## config.mk

```make
export PLATFORM = sky130hd
export DESIGN_NAME = fetch_stage
export DESIGN_NICKNAME = d
export VERILOG_FILES = /design/src/rtl/fetch_stage.sv
export SDC_FILE = /design/constraint.sdc
export NUM_CORES = 1
export LEC_CHECK = 0
export BUFFER_PORTS_ARGS = -buffer_cell sky130_fd_sc_hd__buf_2
export CORE_ASPECT_RATIO = 1.25
export CORE_UTILIZATION = 50
export DETAILED_ROUTE_END_ITERATION = 8
export MAX_ROUTING_LAYER = met4
export PLACE_DENSITY = 0.71
export REMOVE_ABC_BUFFERS = 1
export SYNTH_ARGS = -nofsm -noshare
export SYNTH_HDL_FRONTEND = slang
export SYNTH_SLANG_ARGS = --single-unit
```

## constraint.sdc

```tcl
create_clock -name clk_i -period 4.22 [get_ports clk_i]
set_clock_uncertainty 0.2 [all_clocks]
set_input_delay 0.211 -clock clk_i [delete_from_list [all_inputs] [get_ports clk_i]]
set_output_delay 0.211 -clock clk_i [all_outputs]
set_load 0.05 [all_outputs]
```

## src/rtl/fetch_stage.sv

```systemverilog
// fetch_stage: owns the PC and drives a variable-latency instruction memory.
// Returned words queue in order and are handed to decode as {pc+4, instr}.
module fetch_stage #(
    parameter logic [31:0] RESET_PC = 32'h0000_0000,
    parameter int unsigned DEPTH    = 4
) (
    input  logic        clk_i,
    input  logic        rst_n,
    input  logic        redirect_i,
    input  logic [31:0] redirect_pc_i,
    output logic        imem_req_o,
    output logic [31:0] imem_addr_o,
    input  logic        imem_gnt_i,
    input  logic        imem_rvalid_i,
    input  logic [31:0] imem_rdata_i,
    output logic        if_valid_o,
    output logic [31:0] if_pc4_o,
    output logic [31:0] if_instr_o,
    input  logic        if_ready_i,
    output logic [31:0] pc_o
);

    localparam int PW = (DEPTH > 1) ? $clog2(DEPTH) : 1;
    localparam int CW = $clog2(DEPTH + 1);

    typedef struct packed {
        logic [31:0] pc4;
        logic [31:0] instr;
    } fq_entry_t;

    typedef enum logic [1:0] {
        IDLE,
        REQ,
        WAIT
    } req_state_t;

    req_state_t    state;
    logic [31:0]   pc;
    logic [31:0]   issue_pc;
    logic          drop;
    fq_entry_t     fq [DEPTH];
    logic [PW-1:0] head;
    logic [PW-1:0] tail;
    logic [CW-1:0] count;

    logic          outstanding;
    logic          rsp_fire;
    logic          issue_ok;
    logic          grant;
    logic          push;
    logic          pop;
    logic [CW:0]   occupancy;
    logic [31:0]   target;

    assign target      = redirect_pc_i & 32'hFFFF_FFFC;
    assign outstanding = (state == WAIT);
    assign occupancy   = {1'b0, count} + {{CW{1'b0}}, outstanding};

    // A response landing this cycle frees the slot, so the next
    // request may go out alongside it.
    assign issue_ok = rst_n
                    && !redirect_i
                    && (!outstanding || imem_rvalid_i)
                    && (occupancy < (CW+1)'(DEPTH));

    assign grant    = issue_ok && imem_gnt_i;
    assign rsp_fire = rst_n && outstanding && imem_rvalid_i;
    assign push     = rsp_fire && !drop && !redirect_i;
    assign pop      = if_valid_o && if_ready_i && !redirect_i;

    assign imem_req_o  = issue_ok;
    assign imem_addr_o = issue_ok ? pc : '0;
    assign pc_o        = pc;

    assign if_valid_o = rst_n && (count != '0);
    assign if_pc4_o   = if_valid_o ? fq[head].pc4 : '0;
    assign if_instr_o = if_valid_o ? fq[head].instr : '0;

    always_ff @(posedge clk_i) begin
        if (!rst_n) begin
            state    <= IDLE;
            pc       <= RESET_PC;
            issue_pc <= RESET_PC;
            drop     <= 1'b0;
            head     <= '0;
            tail     <= '0;
            count    <= '0;
        end else if (redirect_i) begin
            pc    <= target;
            head  <= '0;
            tail  <= '0;
            count <= '0;
            // An in-flight fetch must still drain before the target goes out.
            if (outstanding && !imem_rvalid_i) begin
                state <= WAIT;
                drop  <= 1'b1;
            end else begin
                state <= IDLE;
                drop  <= 1'b0;
            end
        end else begin
            if (grant) begin
                pc       <= pc + 32'd4;
                issue_pc <= pc;
            end
            if (rsp_fire) begin
                drop <= 1'b0;
            end
            if (push) begin
                tail <= tail + PW'(1);
            end
            if (pop) begin
                head <= head + PW'(1);
            end
            case ({push, pop})
                2'b10:   count <= count + CW'(1);
                2'b01:   count <= count - CW'(1);
                default: count <= count;
            endcase
            if (grant) begin
                state <= WAIT;
            end else if (issue_ok) begin
                state <= REQ;
            end else if (outstanding && !imem_rvalid_i) begin
                state <= WAIT;
            end else begin
                state <= IDLE;
            end
        end
    end

    always_ff @(posedge clk_i) begin
        if (push) begin
            fq[tail] <= '{pc4: issue_pc + 32'd4, instr: imem_rdata_i};
        end
    end

    assert property (@(posedge clk_i) disable iff (!rst_n)
        push |-> (count != CW'(DEPTH)));

    assert property (@(posedge clk_i) disable iff (!rst_n)
        occupancy <= (CW+1)'(DEPTH));

endmodule

```

==> key figures <==
Power and ir drop
  – Flop pwr share: 0.522
  – P_int: between 5 and 6 mW
  – Sw frac: 0.215
  – Max IR drop VDD: approximately 0.28 mV
  – Logic pwr share: 0.053
  – Clock Power Share: 0.425
  – Total power: roughly 6.6 mW
  – Leak Pwr: between 6 and 7 nW
  – P per Cell Area: between 300 and 400 nW/µm²
  – P_sw: 1.42 mW

STA
  – Fmax: 0.316 GHz
  – Final min period: approximately 3.2 ns
  – Fin. max-slew vios: 0
  – Tightest Pin Transition: 0.830 ns
  – TNS Setup: 0 ns
  – Setup violators final: 0
  – Slew Limit Headroom: 0.447
  – Final period util: 0.750
  – Final Hold Viols: 0
  – Unrepaired setup endpoints after global routing: no

Critical path
  – Crit path cell chain: buf_12, mux4_2, and3_1, buf_2
  – CP peak stage delay: between 0.8 and 0.9 ns
  – Worst-path fanout max: 34
  – CP Data Required Time: about 3.8 ns
  – CP bufs+invs: 2
  – Worst Setup Start Kind: flip-flop
  – Critical path type: reg -> out
  – Crit end category: output pin
  – Critical path's top delay family: flip-flops
  – Critical path arrival: between 2 and 3 ns
  – CP max-delay cell: dfxtp_4

Synth
  – Count of different cell masters after synthesis: 58
  – Synth async-reset ratio: 0
  – Top cell type's share of synthesized area: 0.550
  – Sequential share of the synthesized area: 0.657
  – Synth Register Bits: 320
  – Yosys top cell by area: edfxtp_1
  – Dominant synthesized flop cell: edfxtp_1
  – Syn_area_per_cell: 14.2 µm²
  – Mapped cell area: between 10000 and 15000 µm²
  – Synth area leaders: edfxtp_1, dfxtp_1, mux4_2
  – Post-synth EDFFs: roughly 250
  – Post-Synthesis Cells: 950
  – Synth Warn #: 0

Final layout
  – Commonest non-fill, non-tap cell in the layout: edfxtp_1
  – Layout area overhead: 23.3%
  – Most frequent cells in the layout: edfxtp_1, buf_2, nand2_1, dlygate4sd3_1, and3_1
  – Final Non-Filler Cells: 1577
  – Final net count: 1285
  – Fraction of layout cells with a size suffix above 1: 0.282

Placement
  – GPL Wtd Cong: 0.811
  – Post-detail-place hpwl: ~17000 µm
  – # port buffers: around 190
  – Placed cells: roughly 1400

Routing
  – Drt pass-1 iters: 4
  – DRT antenna net count: 0
  – Wire length per cell: 18.4 µm
  – Drt via density: 5.54
  – DRT iter0 DRCs: 400
  – Vias post-DR: ~8700
  – DRC viols: 0
  – Wirelength, routed: a little under 30000 µm

GRT
  – Vias in the first global route: ~8500
  – Largest net degree at the start of global routing: 65
  – GR Overflow Total: 0
  – Tot GR Track Use: 0.215
  – Global-route wire length before repair: between 40000 and 50000 µm
  – Initial antenna violation count: 1

Die
  – Core area: between 20000 and 30000 µm²
  – # rows: 67
  – Die Height: about 190 µm
  – Initial core utilization: 0.506
  – Die ar.: between 20000 and 30000 µm²
  – # IOs: 200
  – Horiz. Die Dim: around 150 µm

Clocking
  – Clock Sinks: 320
  – CTS tree: yes
  – Bufs on Longest Clock Path: 3
  – Num CTS Buffers: 30
  – Clock latency on the worst-skew pair: approximately 0.56 ns
  – Htree depth: 1
  – Root Buffer Master: clkbuf_16
  – Worst-path clk slew: ~0.060 ns

Job
  – Max Cap Viol: 0

Status
  – Outcome: complete, no violations

Hold path
  – HP Class: in -> reg
[metrics by stage]
step,worst slack [ns],utilization,hold slack (ns),instance area (µm²)
finish,1.06,0.624,0.0410,16700
global route,0.873,0.624,0.0536,16700
CTS,0.963,0.624,0.0122,16700
detailed placement,1.25,0.554,0.206,14800
global placement,1.31,0.554,0.213,14800
floorplan,-0.116,-,0.0897,13200
[worst min-delay path, cell delays in order]
cell and delay (ns):
buf_2 0.22, clkinv_1 0.24, a21oi_1 0.06
[what timing repair did]
item                                   4_1_cts  5_1_grt
hold buffers                                83        0
setup buffers                                0        0
resized for setup                            0        0
endpoints found under the hold margin      163        0
[synthesized netlist by cell type, drive strengths merged (11+ instances only)]
cell type / instances
a21oi: 55
and2: 37
and3: 79
buf: 28
clkbuf: 40
dfxtp: 72
edfxtp: 248
inv: 13
mux4: 62
nand2: 105
nand3: 22
nand4: 17
nor2: 27
nor3: 11
o21ai: 13
xnor2: 18
xor2: 19
[cell families after synthesis]
kind of cell / synth area share
AO/OA/AOI/OAI: 0.0423
XOR/XNOR: 0.0239
AND/OR/NAND/NOR: 0.131
flip-flops: 0.657
buffers and inverters: 0.0283
other: 0.000277
adder cells (fa/ha/maj): 0.00795
multiplexers: 0.110
[power groups by stage]
stage	registers [mW]	logic, mW	clock network [mW]
after floorplan	3.56	0.115	0
after global placement	3.51	0.282	0
after detailed placement	3.51	0.285	0
after CTS	3.44	0.346	2.85
after global routing	3.44	0.374	2.95
final	3.44	0.349	2.80
[path summary, 6_finish.rpt]
check | to | cells after the start | slack (ns) | from
setup / recovery | if_pc4_o[26] | 4 | 1.06 | flip-flop
hold / removal | issue_pc[5] | 3 | 0.04 | rst_n
setup reg to reg | count[2] | 9 | 1.24 | count[2]
hold reg to reg | issue_pc[30] | 2 | 0.26 | issue_pc[30]
[layer usage]
metal / global-route usage / wire length (µm) / part of all wire
met5: - / 0 / 0
met4: 0.0604 / 597 / 0.021
met3: 0.0223 / 1430 / 0.049
met2: 0.374 / 14800 / 0.51
met1: 0.266 / 12200 / 0.42
[state kept, by name (all words and copies together) (netlist names), named ones only]
signal	flops
count	3
fq	248
head	2
issue_pc	30
drop	1
state	2
tail	2
pc_o	30
[layout make-up]
type                            instances  area, µm²
Multi-Input combinational cell        551       4310
Fill cell                            2032      10000
Timing Repair Buffer                  289       1950
Sequential cell                       320       8890
Inverter                               15       56.3
Tap cell                              345        432
Clock inverter                         18        183
Clock buffer                           38        873
Antenna cell                            1       2.50
Power figures use the tool's default switching activity.
